`config.mk`:
```
export PLATFORM = sky130hd
export DESIGN_NAME = stroke_detector_flat
export DESIGN_NICKNAME = d
export VERILOG_FILES = /design/src/rtl/stroke_if.sv /design/src/rtl/stroke_detector.sv /design/src/flat_wrapper.sv
export SDC_FILE = /design/constraint.sdc
export NUM_CORES = 1
export LEC_CHECK = 0
export ABC_CLOCK_PERIOD_IN_PS = 5000
export CAP_MARGIN = 15
export CORE_UTILIZATION = 30
export DETAILED_ROUTE_END_ITERATION = 10
export PLACE_DENSITY = 0.46
export SYNTH_ARGS = -nofsm -noshare
export SYNTH_HDL_FRONTEND = slang
export SYNTH_SLANG_ARGS = --single-unit
export TNS_END_PERCENT = 100
```
`constraint.sdc`:
```
create_clock -name clk -period 5 [get_ports clk]
set_clock_uncertainty 0.2 [all_clocks]
set_input_delay 1 -clock clk [delete_from_list [all_inputs] [get_ports clk]]
set_output_delay 1 -clock clk [all_outputs]
set_load 0.02 [all_outputs]
```
`src/rtl/stroke_if.sv`:
```
// Flywheel sensor / stroke event bundle.
// master: detector side (takes sensor, drives phase/interval/start pulses); slave: consumer side.
interface stroke_if;
    logic        sensor;
    logic        start_drive;
    logic        start_recovery;
    logic [1:0]  phase;
    logic [31:0] interval;
    logic        interval_valid;

    modport master (
        input  sensor,
        output start_drive,
        output start_recovery,
        output phase,
        output interval,
        output interval_valid
    );

    modport slave (
        output sensor,
        input  start_drive,
        input  start_recovery,
        input  phase,
        input  interval,
        input  interval_valid
    );
endinterface

```
`src/rtl/stroke_detector.sv`:
```
// Rowing stroke detector: debounces the flywheel magnet pulse, times tick intervals
// and tracks IDLE/RECOVERY/DRIVE. Ports: clk, reset (sync, active-low), bus (stroke_if.master).
module stroke_detector #(
    parameter int          DEBOUNCE  = 4,
    parameter int          MIN_TICKS = 3,
    parameter logic [31:0] STALL     = 32'd50_000_000
) (
    input  logic      clk,
    input  logic      reset,
    stroke_if.master  bus
);

    typedef enum logic [1:0] {
        IDLE     = 2'b00,
        RECOVERY = 2'b01,
        DRIVE    = 2'b10
    } phase_t;

    localparam int DW = $clog2(DEBOUNCE + 1);
    localparam int SW = $clog2(MIN_TICKS + 1);
    localparam logic [DW-1:0] DB_LAST = DW'(DEBOUNCE - 1);
    localparam logic [SW-1:0] ST_MAX  = SW'(MIN_TICKS);

    logic          sync1;
    logic          sync2;
    logic          db;
    logic [DW-1:0] db_cnt;
    logic          tick;
    logic [31:0]   count;
    logic [31:0]   prev;
    logic          primed;
    logic [SW-1:0] accel;
    logic [SW-1:0] decel;
    logic [SW-1:0] accel_n;
    logic [SW-1:0] decel_n;
    phase_t        state;
    logic          sd_q;
    logic          sr_q;
    logic [31:0]   ival_q;
    logic          iv_q;

    // Streaks after comparing the interval ending now with the previous one.
    // Equal intervals leave both streaks untouched.
    always_comb begin
        accel_n = accel;
        decel_n = decel;
        if (count < prev) begin
            accel_n = (accel == ST_MAX) ? accel : accel + 1'b1;
            decel_n = '0;
        end else if (count > prev) begin
            decel_n = (decel == ST_MAX) ? decel : decel + 1'b1;
            accel_n = '0;
        end
    end

    always_ff @(posedge clk) begin
        if (!reset) begin
            sync1  <= 1'b0;
            sync2  <= 1'b0;
            db     <= 1'b0;
            db_cnt <= '0;
            tick   <= 1'b0;
            count  <= '0;
            prev   <= '0;
            primed <= 1'b0;
            accel  <= '0;
            decel  <= '0;
            state  <= IDLE;
            sd_q   <= 1'b0;
            sr_q   <= 1'b0;
            ival_q <= '0;
            iv_q   <= 1'b0;
        end else begin
            sync1 <= bus.sensor;
            sync2 <= sync1;

            // db follows sync2 only after DEBOUNCE consecutive disagreeing cycles.
            tick <= 1'b0;
            if (sync2 != db) begin
                if (db_cnt == DB_LAST) begin
                    db     <= sync2;
                    db_cnt <= '0;
                    tick   <= sync2;
                end else begin
                    db_cnt <= db_cnt + 1'b1;
                end
            end else begin
                db_cnt <= '0;
            end

            sd_q <= 1'b0;
            sr_q <= 1'b0;
            iv_q <= 1'b0;

            // A tick takes priority over the stall check in the same cycle.
            if (tick) begin
                count  <= 32'd1;
                prev   <= count;
                primed <= 1'b1;
                // The priming tick only seeds prev with the time since idle.
                if (primed) begin
                    ival_q <= count;
                    iv_q   <= 1'b1;
                    if (state != DRIVE && accel_n == ST_MAX) begin
                        state <= DRIVE;
                        sd_q  <= 1'b1;
                        accel <= '0;
                        decel <= '0;
                    end else if (state == DRIVE && decel_n == ST_MAX) begin
                        state <= RECOVERY;
                        sr_q  <= 1'b1;
                        accel <= '0;
                        decel <= '0;
                    end else begin
                        accel <= accel_n;
                        decel <= decel_n;
                    end
                end
            end else begin
                if (count != 32'hFFFF_FFFF) begin
                    count <= count + 32'd1;
                end
                if (count == STALL) begin
                    state  <= IDLE;
                    primed <= 1'b0;
                    prev   <= '0;
                    accel  <= '0;
                    decel  <= '0;
                end
            end
        end
    end

    assign bus.phase          = state;
    assign bus.start_drive    = sd_q;
    assign bus.start_recovery = sr_q;
    assign bus.interval       = ival_q;
    assign bus.interval_valid = iv_q;

endmodule

```
`src/flat_wrapper.sv`:
```
// flat-port wrapper written by rule: the top's interface ports become plain ports
module stroke_detector_flat 
#(
    parameter int          DEBOUNCE  = 4,
    parameter int          MIN_TICKS = 3,
    parameter logic [31:0] STALL     = 32'd50_000_000
)
  (clk, reset, bus_sensor, bus_start_drive, bus_start_recovery, bus_phase, bus_interval, bus_interval_valid);
  stroke_if bus_i ();
  input  logic clk;
  input  logic reset;
  input wire logic [$bits(bus_i.sensor)-1:0] bus_sensor;
  output wire logic [$bits(bus_i.start_drive)-1:0] bus_start_drive;
  output wire logic [$bits(bus_i.start_recovery)-1:0] bus_start_recovery;
  output wire logic [$bits(bus_i.phase)-1:0] bus_phase;
  output wire logic [$bits(bus_i.interval)-1:0] bus_interval;
  output wire logic [$bits(bus_i.interval_valid)-1:0] bus_interval_valid;
  assign bus_i.sensor = bus_sensor;
  assign bus_start_drive = bus_i.start_drive;
  assign bus_start_recovery = bus_i.start_recovery;
  assign bus_phase = bus_i.phase;
  assign bus_interval = bus_i.interval;
  assign bus_interval_valid = bus_i.interval_valid;
  stroke_detector #(.DEBOUNCE(DEBOUNCE), .MIN_TICKS(MIN_TICKS), .STALL(STALL)) u_core (.clk(clk), .reset(reset), .bus(bus_i));
endmodule
```
==> reports/qor.yml <==
wl_um: 13300
cap_violations: 0
pre_cts_ws_ps: 1940
setup_tns_ps: 0
syn_area_mm2: 0.00529
cts_resized: 0
fillers: 1742
grt_max_degree: 39
synth.most_common_cell: "dfxtp_1"
end_kind: "flip-flop"
critPathMaxStageDelay_ps: 500
via_per_inst: 4.99
yosys_warnings: 0
netlist_top_cells_area: "dfxtp_1, ha_1, o31a_1"
clk_pin_slew_worst_paths_ps: 50
clock_latency_ps: 410
crit_family: "simple AND/OR/NAND/NOR gates"
fp.dieW_um: 135
finalHoldViolations: 0
comb_power_share_pct: 2.2
yosys.area.top_type_share_pct: 42.8
worst_slew_pin_slew_ps: 660
seqPwrFrac_pct: 44.5
dp_hpwl_um: 8910
antennaDiodeCount: 0
ys.flop_type: "dfxtp_1"
grt_use_total_pct: 16.0
ant_nets: 0
yosys.area.top_type: "dfxtp_1"
core_mm2: 0.0172
via_count: 4334
clock_path_buffers: 2
cp.required_ps: 5130
syn-num-nets: 643
switching_share_pct: 21.5
finalCritPeriodShare_pct: 59.8
drc: 0
initial_core_util_pct: 30.7
place_congestion: 0.819
area_delta_synth_final_pct: 20.4
die_h_um: 135
setup_ws_ps: 2010
maxSlewHeadroom_pct: 56.0
crit_fanout: 6
powerDensity_mw_per_mm2: 321
ir_drop_mv: 0.232
crit_buf_inv: 0
yosysSeqAreaShare_pct: 42.8
cts.sinks: 113
root_buffer: "clkbuf_16"
drive_above_1_share_pct: 6.69
routedWlPerCell_um: 15.4
h-tree-depth: 4
hold_buffers: 0
syn_area_per_cell_um2: 8.75
grt_pass1_wl_um: 22400
start_kind: "flip-flop"
outcome: "finished, final reports clean"
crit_path_top_delay_cell: "nor4_2"
setup_viol: 0
port_buffers: 39
period_needed_ps: 2990
critPathArrivalTime_ps: 3120
crit_type: "reg -> reg"
async_flop_share_pct: 0
postCtsSetupBuffers: 0
drt_iter0_markers: 213
leakage_nw: 2.28
synth-seq-cells: 113
cts_tree: "yes"
synth_edf_count: 0
fp.dieArea_mm2: 0.0182
power.internal_mw: 1.60
synthCells: 604
p_total_mw: 2.04
hold_class: "reg -> reg"
rsz0062_at_grt: "no"
switchingPower_uw: 438
grt_pass1_vias: 4326
slew_violations: 0
io_pins: 40
antenna_found_initial: 0
rows: 48
fin_util_pct: 36.9
yosys-top-cells-count: "dfxtp_1, nor2_1, nand2_1, inv_1, ha_1"
dr.pass1.iters: 4
worstPathCellList: "ha_1, nand4_1, nor4_2, and2_1, o31a_1, or2_1, mux2_2, a211oi_2"
ys_types: 59
max_freq_ghz: 0.334
cts_buffers: 17
grt-ovfl-total: 0
nets: 671
clkPwrFrac_pct: 53.2
-- power by group through the flow --
stage / logic [mW] / registers (mW) / clock network, mW
finish: 0.0452 / 0.909 / 1.09
global placement: 0.0457 / 0.928 / 0
global route: 0.0507 / 0.908 / 1.16
CTS: 0.0460 / 0.909 / 1.12
floorplan: 0.0324 / 0.925 / 0
detailed placement: 0.0457 / 0.928 / 0
-- worst paths after layout --
kind / start / to / slack (ps) / depth (start not counted)
setup / recovery: u_core.count[31]$_SDFFE_PP0P_ / u_core.accel[0]$_SDFFE_PN0P_ / 2010 / 8
hold / removal: u_core.db_cnt[0]$_SDFF_PP0_ / u_core.db_cnt[0]$_SDFF_PP0_ / 220 / 1
setup reg to reg: u_core.count[31]$_SDFFE_PP0P_ / u_core.accel[0]$_SDFFE_PN0P_ / 2010 / 8
hold reg to reg: u_core.db_cnt[0]$_SDFF_PP0_ / u_core.db_cnt[0]$_SDFF_PP0_ / 220 / 1
-- final cells by class --
cell class / instances / area (um^2) / area share [%]
Multi-Input combinational cell: 410 / 2700 / 42.4
Sequential cell: 113 / 2260 / 35.5
Clock buffer: 23 / 458 / 7.19
Timing Repair Buffer: 45 / 435 / 6.84
Tap cell: 225 / 282 / 4.42
Inverter: 45 / 169 / 2.65
Clock inverter: 7 / 62.6 / 0.983
-- state kept, by name, summed over array words and instances (netlist names) --
signal	cells
u_core.count	32
u_core.bus.phase	2
u_core.prev	32
u_core.tick	1
u_core.accel	2
u_core.bus.interval	32
u_core.bus.start_drive	1
u_core.decel	2
u_core.db_cnt	3
u_core.db	1
u_core.primed	1
u_core.bus.interval_valid	1
u_core.sync2	1
u_core.bus.start_recovery	1
u_core.sync1	1
-- stage by stage --
stage,area (um^2),cells,hold slack [ps]
2_1_floorplan,5290,604,199
3_3_place_gp,5850,838,207
3_5_place_dp,5850,838,222
4_1_cts,6370,868,229
5_1_grt,6370,868,251
6_report,6370,868,223
-- cell usage in the layout, fill, tap and decap left out, types with 2 or more instances in the layout --
| master | instances |
|---|---|
| nor2b_1 | 4 |
| a22o_1 | 27 |
| nand4_1 | 17 |
| mux2i_1 | 2 |
| or2_1 | 2 |
| clkdlybuf4s50_1 | 39 |
| and2_1 | 4 |
| nor3b_1 | 2 |
| and4_1 | 3 |
| nor3_1 | 17 |
| nand2_1 | 58 |
| ha_1 | 36 |
| o21a_1 | 3 |
| and4b_1 | 2 |
| xnor2_1 | 15 |
| xor2_1 | 6 |
| and3_1 | 2 |
| clkbuf_1 | 5 |
| buf_4 | 6 |
| or3_1 | 11 |
| dfxtp_1 | 112 |
| nor4_1 | 3 |
| clkinv_2 | 5 |
| nand3_1 | 18 |
| inv_1 | 44 |
| a21oi_1 | 28 |
| nor4b_1 | 3 |
| nor2_1 | 69 |
| clkbuf_16 | 17 |
| o31a_1 | 32 |
| o21ai_0 | 19 |
-- logic make-up after synthesis --
logic type | count (synthesis) | synth area share [%]
AO/OA/AOI/OAI | 127 | 17.6
flip-flops | 113 | 42.8
adder cells (fa/ha/maj) | 36 | 8.52
AND/OR/NAND/NOR | 222 | 20.5
XOR/XNOR | 21 | 3.48
multiplexers | 4 | 0.875
buffers and inverters | 81 | 6.27
-- layer usage --
layer | vias to the layer above | global-route usage, % | share of wire, %
met1 | 2064 | 20.5 | 49
met2 | 69 | 25.3 | 45
met5 | - | 0 | 0
met3 | 18 | 3.94 | 3.4
li1 | 2183 | - | -
met4 | 0 | 7.43 | 2.1
Note: power is estimated with default switching activity, not from simulation.
